File: src/rtl/ycr_arb_pkg.sv
// rtl/ycr_arb_pkg.sv - shared constants and types for the arbiter request mux
package ycr_arb_pkg;

    localparam int N_REQ = 4;

    localparam logic [2:0] GNT_NONE = 3'b111;

    localparam logic [1:0] RESP_IDLE = 2'b00;
    localparam logic [1:0] RESP_OK   = 2'b01;
    localparam logic [1:0] RESP_ERR  = 2'b10;

    localparam logic [1:0] WIDTH_BYTE = 2'b00;
    localparam logic [1:0] WIDTH_HALF = 2'b01;
    localparam logic [1:0] WIDTH_WORD = 2'b10;

    typedef enum logic {
        S_IDLE,
        S_WAIT_RESP
    } state_e;

endpackage

File: src/rtl/ycr_req_sel.sv
// rtl/ycr_req_sel.sv - combinational grant-indexed request field mux
module ycr_req_sel
    import ycr_arb_pkg::*;
#(
    parameter int AW = 32,
    parameter int DW = 32
) (
    input  logic [2:0]          arb_gnt,
    input  logic [N_REQ-1:0]    core_req,
    input  logic [N_REQ-1:0]    core_cmd,
    input  logic [2*N_REQ-1:0]  core_width,
    input  logic [N_REQ*AW-1:0] core_addr,
    input  logic [N_REQ*DW-1:0] core_wdata,
    output logic                sel_req,
    output logic                sel_cmd,
    output logic [1:0]          sel_width,
    output logic [AW-1:0]       sel_addr,
    output logic [DW-1:0]       sel_wdata
);

    logic       gnt_vld;
    logic [1:0] idx;

    assign gnt_vld = (arb_gnt != GNT_NONE) && !arb_gnt[2];
    assign idx     = arb_gnt[1:0];

    always_comb begin
        sel_req   = 1'b0;
        sel_cmd   = 1'b0;
        sel_width = '0;
        sel_addr  = '0;
        sel_wdata = '0;
        if (gnt_vld) begin
            sel_req   = core_req[idx];
            sel_cmd   = core_cmd[idx];
            sel_width = core_width[{idx, 1'b0} +: 2];
            sel_addr  = core_addr[int'(idx) * AW +: AW];
            sel_wdata = core_wdata[int'(idx) * DW +: DW];
        end
    end

endmodule

File: src/rtl/ycr_arb_req_mux.sv
// rtl/ycr_arb_req_mux.sv - forwards granted request to memory and routes the response back
module ycr_arb_req_mux
    import ycr_arb_pkg::*;
#(
    parameter int               AW      = 32,
    parameter int               DW      = 32,
    parameter int               TMO_W   = 8,
    parameter logic [TMO_W-1:0] TMO_CYC = 8'd200
) (
    input  logic                clk,
    input  logic                rstn,
    input  logic [2:0]          arb_gnt,
    output logic                arb_req_ack,
    output logic                arb_lack,
    input  logic [N_REQ-1:0]    core_req,
    input  logic [N_REQ-1:0]    core_cmd,
    input  logic [2*N_REQ-1:0]  core_width,
    input  logic [N_REQ*AW-1:0] core_addr,
    input  logic [N_REQ*DW-1:0] core_wdata,
    output logic [N_REQ-1:0]    core_req_ack,
    output logic [DW-1:0]       core_rdata,
    output logic [2*N_REQ-1:0]  core_resp,
    output logic                mem_req,
    input  logic                mem_req_ack,
    output logic                mem_cmd,
    output logic [1:0]          mem_width,
    output logic [AW-1:0]       mem_addr,
    output logic [DW-1:0]       mem_wdata,
    input  logic [DW-1:0]       mem_rdata,
    input  logic [1:0]          mem_resp
);

    localparam logic [TMO_W-1:0] TMO_LAST = TMO_CYC - 1'b1;

    state_e               state_q, state_d;
    logic [1:0]           resp_id_q, resp_id_d;
    logic [TMO_W-1:0]     cnt_q, cnt_d;
    logic [DW-1:0]        rdata_q, rdata_d;
    logic [2*N_REQ-1:0]   resp_q, resp_d;

    logic                 sel_req;
    logic                 sel_cmd;
    logic [1:0]           sel_width;
    logic [AW-1:0]        sel_addr;
    logic [DW-1:0]        sel_wdata;

    ycr_req_sel #(
        .AW (AW),
        .DW (DW)
    ) u_req_sel (
        .arb_gnt    (arb_gnt),
        .core_req   (core_req),
        .core_cmd   (core_cmd),
        .core_width (core_width),
        .core_addr  (core_addr),
        .core_wdata (core_wdata),
        .sel_req    (sel_req),
        .sel_cmd    (sel_cmd),
        .sel_width  (sel_width),
        .sel_addr   (sel_addr),
        .sel_wdata  (sel_wdata)
    );

    always_comb begin
        state_d      = state_q;
        resp_id_d    = resp_id_q;
        cnt_d        = cnt_q;
        rdata_d      = '0;
        resp_d       = '0;
        mem_req      = 1'b0;
        mem_cmd      = 1'b0;
        mem_width    = '0;
        mem_addr     = '0;
        mem_wdata    = '0;
        arb_req_ack  = 1'b0;
        arb_lack     = 1'b0;
        core_req_ack = '0;

        case (state_q)
            S_IDLE: begin
                // rstn gating keeps the combinational request path quiet during reset
                if (rstn) begin
                    mem_req   = sel_req;
                    mem_cmd   = sel_cmd;
                    mem_width = sel_width;
                    mem_addr  = sel_addr;
                    mem_wdata = sel_wdata;
                    if (sel_req && mem_req_ack) begin
                        arb_req_ack               = 1'b1;
                        core_req_ack[arb_gnt[1:0]] = 1'b1;
                        resp_id_d                 = arb_gnt[1:0];
                        cnt_d                     = '0;
                        state_d                   = S_WAIT_RESP;
                    end
                end
            end
            S_WAIT_RESP: begin
                cnt_d = cnt_q + 1'b1;
                if (mem_resp != RESP_IDLE) begin
                    arb_lack                     = 1'b1;
                    rdata_d                      = mem_rdata;
                    resp_d[{resp_id_q, 1'b0} +: 2] = (mem_resp == RESP_OK) ? RESP_OK : RESP_ERR;
                    state_d                      = S_IDLE;
                end else if (cnt_q == TMO_LAST) begin
                    arb_lack                     = 1'b1;
                    resp_d[{resp_id_q, 1'b0} +: 2] = RESP_ERR;
                    state_d                      = S_IDLE;
                end
            end
            default: state_d = S_IDLE;
        endcase
    end

    always_ff @(posedge clk or negedge rstn) begin
        if (!rstn) begin
            state_q   <= S_IDLE;
            resp_id_q <= '0;
            cnt_q     <= '0;
            rdata_q   <= '0;
            resp_q    <= '0;
        end else begin
            state_q   <= state_d;
            resp_id_q <= resp_id_d;
            cnt_q     <= cnt_d;
            rdata_q   <= rdata_d;
            resp_q    <= resp_d;
        end
    end

    assign core_rdata = rdata_q;
    assign core_resp  = resp_q;

endmodule

File: config.mk
export PLATFORM = sky130hd
export DESIGN_NAME = ycr_arb_req_mux
export DESIGN_NICKNAME = d
export VERILOG_FILES = /design/src/rtl/ycr_arb_pkg.sv /design/src/rtl/ycr_req_sel.sv /design/src/rtl/ycr_arb_req_mux.sv
export SDC_FILE = /design/constraint.sdc
export NUM_CORES = 1
export LEC_CHECK = 0
export BUFFER_PORTS_ARGS = -buffer_cell sky130_fd_sc_hd__buf_2
export CORE_AREA = 2 2 167 169
export DETAILED_ROUTE_END_ITERATION = 8
export DIE_AREA = 0 0 169 171
export RECOVER_POWER = 100
export SYNTH_ARGS = -nofsm -noshare
export SYNTH_HDL_FRONTEND = slang
export SYNTH_SLANG_ARGS = --single-unit
File: constraint.sdc
create_clock -name clk -period 3.75 [get_ports clk]
set_input_delay 0.75 -clock clk [delete_from_list [all_inputs] [get_ports clk]]
set_output_delay 0.75 -clock clk [all_outputs]
set_load 0.01 [all_outputs]
## Word-level counts from Yosys, hierarchy flattened

Index checks and enable logic that the tools add are counted.

- Order comparisons: 2
- Equal/unequal tests: 5
- Shifts and indexed selects: 6
- $add $sub $neg: 2
- Reduce and logical (&&, ||, !) cells: 7
- Multiplexer cells: 42
- Bitwise gates (word level): 3

Operator list:

| cell | count |
|---|---|
| 32-bit 2-to-1 mux | 8 |
| 128-bit by 8-bit indexed part select with 32-bit output | 2 |
| 8-bit 2-to-1 mux | 5 |
| 1-bit 2-to-1 mux | 17 |
| 8-bit AND | 2 |
| 8-bit one-hot mux with 2 select lines | 1 |
| 4-bit 2-to-1 mux | 3 |
| 8-bit by 1-bit adder with 8-bit output (second input constant) | 1 |
| 8-bit == test (second input constant) | 1 |
| 2-bit 2-to-1 mux | 4 |
| 2-bit by 5-bit variable shift with 8-bit output (first input constant) | 1 |
| 2-bit by 5-bit indexed part select with 8-bit output | 1 |
| 2-bit by 5-bit indexed part select with 8-bit output (first input constant) | 1 |
| 8-bit by 4-bit indexed part select with 2-bit output | 1 |
| 3-bit negation with 5-bit output | 1 |
| 1-bit binary-select mux with 2-bit select | 2 |
| 2-bit != test (second input constant) | 2 |
| 1-bit logical AND | 3 |
| 2-bit by 3-bit < comparator with 1-bit output (second input constant) | 1 |
| 3-bit != test (second input constant) | 1 |
| 3-bit AND reduction | 1 |
| 1-bit demux with 2-bit select | 1 |
| 2-bit by 1-bit == test with 1-bit output (second input constant) | 1 |
| 2-bit by 1-bit greater-or-equal comparator with 1-bit output (second input constant) | 1 |
| 5 further kinds | 5 |

- Output and inout bits: 114
- Bits of input ports: 312
- Word-level logic and storage cells: 72
- Register bits after elaboration: 51

## Depth between registers and ports, before layout

Gate-level depths: netlist of run 1.

- Depth in word-level cells: 7
- Gate-level depth with buffers: 7
- Gate-level depth less buffers: 6

## Cells and area by module

A second synthesis of run 1 with hierarchy kept.

- Cell total of the unflattened synthesis: 473
- Area total of the unflattened synthesis: 4456.8 um^2

By module, submodules not included:

| module | seq. area each (um^2) | area each (um^2) | cells each | instances |
|---|---|---|---|---|
| ycr_arb_req_mux | 1276.2 | 2454.9 | 236 | 1 |
| ycr_req_sel | 0.0 | 2001.9 | 237 | 1 |

## Least setup slack after synthesis of run 1

Ideal clock, no wire load.

- Path type: input-to-output
- From: input port arb_gnt[0]
- To: output port core_req_ack[3]
- Path buffers: 1
- Stages: 6
- Path slack: 1070 ps
- Data required time: 3000 ps
- Arrival time: 1930 ps
- Cells stage by stage: buf_6 -> mux4_2 -> and2_4 -> nand2_4 -> inv_2 -> and3_1

- Longest elaborated chain between the ends: 7
- Elaborated cells on any way between the ends: 14
- Those cells by class: 2 x order compare; 1 x eq/ne; 8 x mux; 3 x reduce/logical

Ends and longest elaborated chain:

| what | RTL line | text |
|---|---|---|
| from (decl) | ycr_arb_req_mux.sv:12 | `input logic [2:0] arb_gnt,` |
| 2-bit by 3-bit < comparator with 1-bit output (not written as such) (tied with other cells) | ycr_arb_req_mux.sv:90 | `core_req_ack[arb_gnt[1:0]] = 1'b1;` |
| 1-bit logical AND (not written as such) (tied with other cells) | ycr_arb_req_mux.sv:90 |  |
| 1-bit 2-to-1 mux (on tied branches) | ycr_arb_req_mux.sv:90, ycr_req_sel.sv:33 |  |
| 1-bit demux with 2-bit select or 1-bit logical AND (tied branches) | ycr_arb_req_mux.sv:90, ycr_arb_req_mux.sv:88 |  |
| 4-bit 2-to-1 mux * | ycr_arb_req_mux.sv:88 | `if (sel_req && mem_req_ack) begin` |
| 4-bit 2-to-1 mux * | ycr_arb_req_mux.sv:82 | `if (rstn) begin` |
| 4-bit 2-to-1 mux * | ycr_arb_req_mux.sv:79 | `case (state_q)` |
| to (decl) | ycr_arb_req_mux.sv:20 | `output logic [N_REQ-1:0] core_req_ack,` |

Every way passes the cells marked *; elsewhere a longest branch is shown, timed or not. The select of a mux whose other input is x is not followed.

## Final worst setup path of run 1

- From: input port arb_gnt[0]
- To: output port mem_wdata[31]

- Longest elaborated chain between the ends: 5
- Elaborated cells on any way between the ends: 6
- Those cells by class: 1 x eq/ne; 1 x shift; 3 x mux; 1 x reduce/logical

Ends and longest elaborated chain:

| what | RTL line | text |
|---|---|---|
| parallel branches: the longest is 2 deep, another holds 128-bit by 8-bit indexed part select with 32-bit output | -- |  |
| 32-bit 2-to-1 mux * | ycr_req_sel.sv:33 | `if (gnt_vld) begin` |
| 32-bit 2-to-1 mux * | ycr_arb_req_mux.sv:82 |  |
| 32-bit 2-to-1 mux * | ycr_arb_req_mux.sv:79 |  |
| to (decl) | ycr_arb_req_mux.sv:28 | `output logic [DW-1:0] mem_wdata,` |

Every way passes the cells marked *.

==> results.json, run 1 <==
{
  "htreeDepth": 2,
  "r2r_slack_ns": 1.48,
  "drt-vias-per-instance": 4.182,
  "synthFlopType": "dfrtp_1",
  "power_leakage_nw": 3.243,
  "antenna_left": 0,
  "finish.instance_area_um2": 6655,
  "r2r-end": "core_rdata[22]$_DFF_PN0_",
  "hp-class": "reg -> reg",
  "finalCritPeriodShare_pct": 86.65,
  "startpoint_type": "input pin",
  "sequentialPowerShare_pct": 36.2,
  "p_sw_share_pct": 31.09,
  "core.rowCount": 61,
  "outcome": "finished clean",
  "wl_per_cell_um": 20.16,
  "coreArea_um2": 27320,
  "cts_max_path_buffers": 2,
  "slew_headroom_pct": 10.64,
  "yosysMostFrequentCell": "and2_1",
  "vdd_ir_drop_max_uv": 191.5,
  "pre_cts_ws_ns": 0.5835,
  "cts_tree": "yes",
  "antenna_found_initial": 4,
  "synth_edf_count": 0,
  "r2r_cells": 4,
  "syn_area_um2": 4059,
  "hp-start": "cnt_q[1]$_DFFE_PN0P_",
  "ys_warn_count": 0,
  "hold-path-endpoint": "cnt_q[1]$_DFFE_PN0P_",
  "die_x_um": 169,
  "drc_errors": 0,
  "layout_min_cycle_time_ns": 3.249,
  "grt_pass1_vias": 4130,
  "drt_pass1_iterations": 4,
  "track_usage_pct": 13.15,
  "cp-end-kind": "output pin",
  "wl_met1_um": 8376,
  "dpl.hpwl_um": 18790,
  "hold_ws_ns": 0.5362,
  "fin_ws_ns": 0.5008,
  "p_int_w": 0.001145,
  "tightest_slew_ns": 1.340,
  "synthTopCellsByArea": "mux4_2, dfrtp_1, and2_1",
  "wl_met2_um": 10530,
  "setup_violations": 0,
  "grt_pass1_wl_um": 27430,
  "rsz0062_at_grt": "no",
  "clk_pin_slew_ns": 0.07,
  "routed.top_layer": "met5",
  "syn_nets": 636,
  "numCtsBuffers": 5,
  "synth-seq-area-share_pct": 31.44,
  "drv_cap": 0,
  "ys_ff_latch": 51,
  "synth.avg_cell_area_um2": 12.76,
  "cts_resized": 0,
  "synthTopCellsByCount": "and2_1, mux4_2, dfrtp_1, clkbuf_1, nand2_1",
  "die-height_um": 171,
  "comb_power_share_pct": 36.5,
  "cp.required_ns": 3.00,
  "post_cts_buffers": 0,
  "async_flop_share_pct": 100.0,
  "hold_buffers": 0,
  "ys_types": 34,
  "start_util_pct": 14.85,
  "powerDensity_nw_per_um2": 249.6,
  "postPlaceCellArea_um2": 6621,
  "drt_iter0_markers": 268,
  "finClkSkew_ns": 0.004048,
  "syn2layout_area_growth_pct": 63.96,
  "synth_cells": 318,
  "finalHoldViolations": 0,
  "globalRouteOverflowTotal": 0,
  "drv_slew": 0,
  "clockRootBuffer": "clkbuf_16",
  "hold_depth": 1,
  "wl_met3_um": 2730,
  "fmax_ghz": 0.3078,
  "power_frac_clock_pct": 27.4,
  "dieArea_um2": 28900,
  "synth_top_area_share_pct": 37.73,
  "clock_latency_ns": 0.28,
  "critPathMaxFanout": 17,
  "arrival_ns": 2.50,
  "dr_total_vias": 4538,
  "finalWirelength_um": 21880,
  "grt_max_degree": 55,
  "port-buffer-count": 425,
  "critPathKind": "in -> out",
  "fin_nets": 1052,
  "pin_count": 426,
  "finalSetupTns_ns": 0,
  "r2r_start": "state_q$_DFF_PN0_",
  "cts_sinks": 51,
  "yosys.area.top_type": "mux4_2",
  "switchingPower_w": 0.0005164,
  "gp_congestion": 0.7472,
  "drive_gt1_share_pct": 60.27
}
==> sequential cells by signal (all words and copies together) (netlist names) <==
name,count
core_rdata,32
state_q,1
core_resp,8
resp_id_q,2
cnt_q,8
==> worst max-delay path by stage <==
stage                     startpoint               to  slack, ns
after floorplan           arb_gnt[0]  core_req_ack[3]       1.07
final                     arb_gnt[0]    mem_wdata[31]       0.50
after CTS                 arb_gnt[0]    mem_wdata[31]       0.58
after global routing            rstn     mem_wdata[8]       0.33
after global placement    arb_gnt[0]    mem_wdata[31]       0.58
after detailed placement  arb_gnt[0]    mem_wdata[31]       0.58
==> kinds of logic (layout without fill, tap and decap cells) <==
kind of cell	count (synthesis)	after routing	synth area share, %
adder cells (fa/ha/maj)	6	6	1.850
other	0	4	0
multiplexers	69	69	38.01
AO/OA/AOI/OAI	14	14	2.898
XOR/XNOR	6	6	1.295
buffers and inverters	32	449	3.421
flip-flops	51	51	31.44
AND/OR/NAND/NOR	140	140	21.09
==> power by group through the flow <==
| stage | clock network [W] | logic [W] | registers, W |
|---|---|---|---|
| detailed placement | 0 | 0.000627 | 0.000610 |
| CTS | 0.000475 | 0.000631 | 0.000600 |
| floorplan | 0 | 0.000294 | 0.000609 |
| finish | 0.000455 | 0.000606 | 0.000601 |
| global placement | 0 | 0.000623 | 0.000609 |
| global route | 0.000495 | 0.000660 | 0.000605 |
==> per-layer routing <==
| layer | vias up | global-route usage, % |
|---|---|---|
| met4 | 2 | 1.970 |
| met3 | 14 | 5.667 |
| met1 | 2227 | 16.49 |
| met5 | - | 0 |
| li1 | 2022 | - |
| met2 | 273 | 21.47 |
==> worst max-delay path, cell delays in order <==
cell	delay [ns]
buf_4	0.30
clkbuf_2	0.44
mux4_2	0.64
and2_0	0.19
buf_2	0.15
==> per-stage QoR <==
step / util [%] / power (W) / instances
floorplan: - / 0.0009030 / 318
global placement: 24.23 / 0.001232 / 1073
detailed placement: 24.23 / 0.001237 / 1073
global route: 24.32 / 0.001759 / 1081
CTS: 24.78 / 0.001705 / 1081
finish: 24.36 / 0.001661 / 1085
==> placed cells by master (no fill, tap or decap), drive strengths merged <==
cell / count
dfrtp: 51
nor3b: 3
and2: 100
o21ai: 2
xnor2: 4
clkinvlp: 2
nand4: 1
mux4: 68
a21oi: 4
nor4: 1
nor2: 5
and4: 1
nor4bb: 1
buf: 361
or3b: 1
clkbuf: 81
diode: 4
a22o: 6
xor2: 2
and3: 4
ha: 6
nand3: 6
mux2: 1
a41oi: 1
nor2b: 3
nor4b: 1
a21o: 1
inv: 5
nand2: 11
nor3: 2
==> cell type report <==
type | instances | area, µm²
clock inverters | 3 | 23.77
flip-flops and latches | 51 | 1276
well taps | 346 | 432.9
clock buffers | 5 | 125.1
diodes | 4 | 10.01
multi-input cells | 235 | 2629
fillers | 2987 | 20670
inverters | 4 | 15.01
repair buffers | 437 | 2143
Note: power is estimated with default switching activity, not from simulation.
==> inputs of run 2 (changes only) <==
--- a/config.mk
+++ b/config.mk
@@ -5,10 +5,11 @@
 export SDC_FILE = /design/constraint.sdc
 export NUM_CORES = 1
 export LEC_CHECK = 0
+export ABC_AREA = 1
 export BUFFER_PORTS_ARGS = -buffer_cell sky130_fd_sc_hd__buf_2
-export CORE_AREA = 2 2 167 169
+export CORE_AREA = 2 2 168 170
 export DETAILED_ROUTE_END_ITERATION = 8
-export DIE_AREA = 0 0 169 171
+export DIE_AREA = 0 0 170 172
 export RECOVER_POWER = 100
 export SYNTH_ARGS = -nofsm -noshare
 export SYNTH_HDL_FRONTEND = slang
==> results.json, run 2 <==
{
  "outcome": "finished clean",
  "cts_resized": 0,
  "fin_nets": 1342,
  "fill_cells": 3158,
  "dr_total_vias": 6488,
  "gp_congestion": 0.9088,
  "cts_tree": "yes",
  "drt_iter0_markers": 410,
  "critical-path-max-stage-delay_ns": 0.54,
  "synthTopCellsByArea": "nand3_1, dfrtp_1, a41oi_1",
  "cts_sinks": 51,
  "wl_per_cell_um": 16.60,
  "numCtsBuffers": 5,
  "post_cts_buffers": 0,
  "finalHoldViolations": 0,
  "drv_cap": 0,
  "drv_slew": 0,
  "synth_edf_count": 0,
  "crit_buf_inv": 3,
  "ys_types": 27,
  "postPlaceCellArea_um2": 6963,
  "tightest_slew_ns": 1.025,
  "globalRouteOverflowTotal": 0,
  "finish.instance_area_um2": 6928,
  "dpl.hpwl_um": 18630,
  "ys_warn_count": 0,
  "r2r_start": "state_q$_DFF_PN0_",
  "finalSetupTns_ns": 0,
  "fmax_ghz": 0.3078,
  "largest_register_ffs": 32,
  "hp-start": "cnt_q[1]$_DFFE_PN0P_",
  "clock_latency_ns": 0.29,
  "clockRootBuffer": "clkbuf_16",
  "r2r-end": "core_resp[2]$_DFF_PN0_",
  "worstPathCellList": "clkbuf_1 > buf_12 > nand3_1 > a41oi_1 > clkbuf_1",
  "arrival_ns": 2.50,
  "cts_max_path_buffers": 2,
  "pin_count": 426,
  "die-height_um": 172,
  "cpMostUsedCell": "clkbuf_1",
  "hold_depth": 2,
  "hp-class": "reg -> reg",
  "yosysMostFrequentCell": "nand3_1",
  "clk_pin_slew_ns": 0.06,
  "hold_ws_ns": 0.5344,
  "cp.required_ns": 3.00,
  "finClkSkew_ns": 0.007376,
  "async_flop_share_pct": 100.0,
  "syn2layout_area_growth_pct": 52.07,
  "drt_pass1_iterations": 5,
  "slew_headroom_pct": 31.47,
  "track_usage_pct": 14.12,
  "cpMaxStageDelayCell": "clkbuf_1",
  "regArea_um2": 1276,
  "start_util_pct": 16.58,
  "antenna_found_initial": 2,
  "port-buffer-count": 425,
  "htreeDepth": 2,
  "synth-seq-area-share_pct": 28.01,
  "critPathKind": "in -> out",
  "syn_area_um2": 4556,
  "multiInputGateArea_um2": 2656,
  "hold_buffers": 0,
  "grt_pass1_vias": 5987,
  "synth.avg_cell_area_um2": 7.041,
  "r2r_slack_ns": 1.87,
  "drt-vias-per-instance": 4.729,
  "core.rowCount": 61,
  "fin_ws_ns": 0.5015,
  "power_leakage_nw": 3.250,
  "startpoint_type": "input pin",
  "ys_ff_latch": 51,
  "drive_gt1_share_pct": 35.25,
  "layout_min_cycle_time_ns": 3.248,
  "synthTopCellsByCount": "nand3_1, dfrtp_1, inv_1, a41oi_1, nor2_1",
  "final_cell_mix": "buf_2, nand3_1, clkbuf_1, a41oi_1, dfrtp_1",
  "cp-end-kind": "output pin",
  "final_common_cell": "buf_2",
  "syn_nets": 965,
  "rsz0062_at_grt": "no",
  "cpLargestDelayFamily": "buffers and inverters",
  "synth_top_area_share_pct": 31.09,
  "synth_cells": 647,
  "vdd_ir_drop_max_uv": 149.9,
  "pre_cts_ws_ns": 0.8286,
  "finalCritPeriodShare_pct": 86.63,
  "finalWirelength_um": 22770,
  "setup_violations": 0,
  "dieArea_um2": 29240,
  "die_x_um": 170,
  "grt_pass1_wl_um": 32690,
  "coreArea_um2": 27480,
  "drc_errors": 0,
  "synthFlopType": "dfrtp_1",
  "finalPower_w": 0.001722,
  "yosys.area.top_type": "nand3_1",
  "powerDensity_nw_per_um2": 248.5,
  "critPathMaxFanout": 96,
  "r2r_cells": 3,
  "grt_max_degree": 97,
  "hold-path-endpoint": "cnt_q[1]$_DFFE_PN0P_",
  "antenna_left": 0
}
[run 2: worst register-to-register path: stages (launching register included)]
cell and delay, ns:
dfrtp_1 0.41, buf_4 0.21, nand2_1 0.60, nor3_1 0.53
[run 2: kinds of logic (layout without fill, tap and decap cells)]
family | after synthesis | count (layout) | share of synthesized area, %
AOI/OAI and AO/OA | 77 | 77 | 17.17
xor gates and xnor gates | 1 | 1 | 0.1923
adders and majority gates | 6 | 6 | 1.648
buffers and inverters | 125 | 502 | 12.14
DFF | 51 | 51 | 28.01
other | 0 | 2 | 0
and+or+nand+nor | 387 | 387 | 40.84
[run 2: area by class of cell]
class | count | share of cell area [%]
clock buffers | 5 | 1.806
diodes | 2 | 0.07224
clock inverters | 2 | 0.5418
well taps | 346 | 6.249
repair buffers | 442 | 31.61
multi-input cells | 471 | 38.34
inverters | 53 | 2.962
flip-flops and latches | 51 | 18.42
[run 2: worst max-delay path by stage]
stage,startpoint,endpoint,cells after the start
2_1_floorplan,arb_gnt[1],mem_addr[24],5
3_3_place_gp,arb_gnt[0],mem_cmd,6
3_5_place_dp,arb_gnt[0],mem_cmd,6
4_1_cts,arb_gnt[0],mem_cmd,6
5_1_grt,arb_gnt[0],core_req_ack[1],9
6_report,arb_gnt[0],mem_wdata[2],5
[run 2: report_power, final]
part	internal, W	total, W	switching [W]
Clock	0.000311	0.000499	0.000189
Sequential	0.000584	0.000615	0.0000316
Combinational	0.000251	0.000607	0.000356
Total	0.00115	0.00172	0.000576
[run 2: per-stage QoR]
step / util, % / cells
4_1_cts: 25.93 / 1370
2_1_floorplan: - / 647
5_1_grt: 25.20 / 1370
3_3_place_gp: 25.34 / 1363
3_5_place_dp: 25.34 / 1363
6_report: 25.21 / 1372
[run 2: per-layer routing]
| metal | share of wire [%] | routed length, µm | global-route usage, % |
|---|---|---|---|
| met5 | 0.053 | 12 | 0 |
| met1 | 41 | 9430 | 18.18 |
| met3 | 7.8 | 1776 | 2.174 |
| met2 | 49 | 11050 | 24.54 |
| met4 | 2.2 | 503 | 3.902 |
==> inputs of run 3 (changes only) <==
==> constraint.sdc (replaced) <==
create_clock -name clk -period 4.2 [get_ports clk]
set_input_delay 0.84 -clock clk [delete_from_list [all_inputs] [get_ports clk]]
set_output_delay 0.84 -clock clk [all_outputs]
set_load 0.01 [all_outputs]
==> results.json, run 3 (same netlist as run 2, synthesis figures left out) <==
{
  "rsz0062_at_grt": "no",
  "dr_total_vias": 6309,
  "drt_pass1_iterations": 5,
  "wl_per_cell_um": 16.09,
  "crit_buf_inv": 5,
  "cts_sinks": 51,
  "cpLargestDelayFamily": "buffers and inverters",
  "p_int_w": 0.001022,
  "r2r_start": "state_q$_DFF_PN0_",
  "finClkSkew_ns": 0.007269,
  "final_common_cell": "buf_2",
  "cts_tree": "yes",
  "switchingPower_w": 0.0005096,
  "critPathKind": "in -> out",
  "critPathMaxFanout": 30,
  "r2r-end": "core_resp[2]$_DFF_PN0_",
  "finalSetupTns_ns": 0,
  "die_x_um": 170,
  "tightest_slew_ns": 2.642,
  "multiInputGateArea_um2": 2686,
  "r2r_slack_ns": 2.16,
  "clockRootBuffer": "clkbuf_16",
  "finish.instance_area_um2": 6903,
  "cts_max_path_buffers": 2,
  "fmax_ghz": 0.2750,
  "port-buffer-count": 425,
  "drv_cap": 1,
  "dieArea_um2": 29240,
  "startpoint_type": "input pin",
  "start_util_pct": 16.58,
  "grt_max_degree": 86,
  "setup_violations": 0,
  "clock_latency_ns": 0.29,
  "core.rowCount": 61,
  "r2r_cells": 2,
  "numCtsBuffers": 5,
  "critPathCapture": "mem_cmd",
  "p_sw_share_pct": 33.27,
  "drt_iter0_markers": 461,
  "post_cts_buffers": 0,
  "grt_pass1_wl_um": 31120,
  "fill_cells": 3135,
  "die-height_um": 172,
  "powerDensity_nw_per_um2": 221.9,
  "power_frac_clock_pct": 29.3,
  "finalPower_w": 0.001531,
  "cp.required_ns": 3.36,
  "comb_power_share_pct": 34.7,
  "hold_buffers": 0,
  "dpl.hpwl_um": 17760,
  "cts_resized": 0,
  "critPathLaunch": "rstn",
  "cp-end-kind": "output pin",
  "drive_gt1_share_pct": 35.10,
  "regArea_um2": 1276,
  "globalRouteOverflowTotal": 0,
  "cpMostUsedCell": "clkbuf_1",
  "layout_min_cycle_time_ns": 3.636,
  "final_cell_mix": "buf_2, nand3_1, clkbuf_1, a41oi_1, dfrtp_1",
  "drt-vias-per-instance": 4.619,
  "antenna_found_initial": 0,
  "slew_headroom_pct": -76.15,
  "syn2layout_area_growth_pct": 51.52,
  "drc_errors": 0,
  "largest_register_ffs": 32,
  "finalHoldViolations": 0,
  "outcome": "finished, violations left",
  "antenna_left": 0,
  "antenna_cells": 0,
  "fin_util_pct": 25.12,
  "htreeDepth": 2,
  "arrival_ns": 2.80,
  "finalWirelength_um": 21980,
  "gp_congestion": 0.8815,
  "drv_slew": 52,
  "vdd_ir_drop_max_uv": 171.6,
  "fin_nets": 1337,
  "cpMaxStageDelayCell": "clkinvlp_2",
  "violations": "max-capacitance violations, max-slew violations",
  "crit_cells": 7,
  "pin_count": 426,
  "track_usage_pct": 13.46,
  "critical-path-max-stage-delay_ns": 0.54,
  "worstPathCellList": "clkbuf_1 > inv_1 > nor3_4 > clkinvlp_2 > buf_12 > a41oi_1 > clkbuf_1",
  "coreArea_um2": 27480,
  "postPlaceCellArea_um2": 6913,
  "clk_pin_slew_ns": 0.06,
  "finalCritPeriodShare_pct": 86.57,
  "sequentialPowerShare_pct": 36.1,
  "power_leakage_nw": 3.216,
  "hp-class": "reg -> reg",
  "grt_pass1_vias": 5745
}
[run 3: cell types whose count changed in the layout (fill, tap and decap cells not counted), sizes merged]
| cell | delta |
|---|---|
| buf | -9 |
| clkbuf | +4 |
| diode | -2 |
| clkinv | +1 |
[run 3: how the worst min path moves through the flow]
stage	start	end	slack (ns)	cells after the start
floorplan	cnt_q[7]$_DFFE_PN0P_	cnt_q[7]$_DFFE_PN0P_	0.49	2
global placement	cnt_q[7]$_DFFE_PN0P_	cnt_q[7]$_DFFE_PN0P_	0.51	2
finish	cnt_q[7]$_DFFE_PN0P_	cnt_q[7]$_DFFE_PN0P_	0.54	2
detailed placement	cnt_q[1]$_DFFE_PN0P_	cnt_q[1]$_DFFE_PN0P_	0.52	2
CTS	cnt_q[1]$_DFFE_PN0P_	cnt_q[1]$_DFFE_PN0P_	0.54	2
global route	cnt_q[7]$_DFFE_PN0P_	cnt_q[7]$_DFFE_PN0P_	0.57	2
[run 3: final cells by class]
| cell class | count | area share (%) |
|---|---|---|
| sequential | 51 | 18.49 |
| multi-input combinational | 471 | 38.92 |
| tap | 346 | 6.272 |
| timing repair buffer | 437 | 30.90 |
| inverter | 53 | 2.973 |
| clock buffer | 5 | 1.813 |
| clock inverter | 3 | 0.6344 |
[run 3: per-stage QoR]
step	cells	worst slack, ns	hold WS, ns
after floorplan	647	1.666	0.4923
after global placement	1358	0.9308	0.5136
after detailed placement	1358	0.8836	0.5239
after global routing	1366	0.4632	0.5663
final	1366	0.5639	0.5372
after CTS	1366	0.8811	0.5403
[run 3: power groups by stage]
stage | combinational, W | clock [W] | sequential (W)
2_1_floorplan | 0.000281 | 0 | 0.000555
3_3_place_gp | 0.000538 | 0 | 0.000560
5_1_grt | 0.000590 | 0.000485 | 0.000557
4_1_cts | 0.000547 | 0.000462 | 0.000552
6_report | 0.000531 | 0.000449 | 0.000552
3_5_place_dp | 0.000544 | 0 | 0.000561
[run 3: worst min-delay path, stage by stage (launching register included)]
cell and delay, ns:
dfrtp_1 0.36, nand3_1 0.08, nand2_1 0.06
[run 3: per-layer routing]
metal / vias to the layer above / share of wire [%] / track usage, %
met3: 19 / 8.6 / 2.838
met1: 2883 / 42 / 16.78
met4: 0 / 1.1 / 2.824
met2: 326 / 49 / 23.94
met5: - / 0 / 0
li1: 3081 / - / -
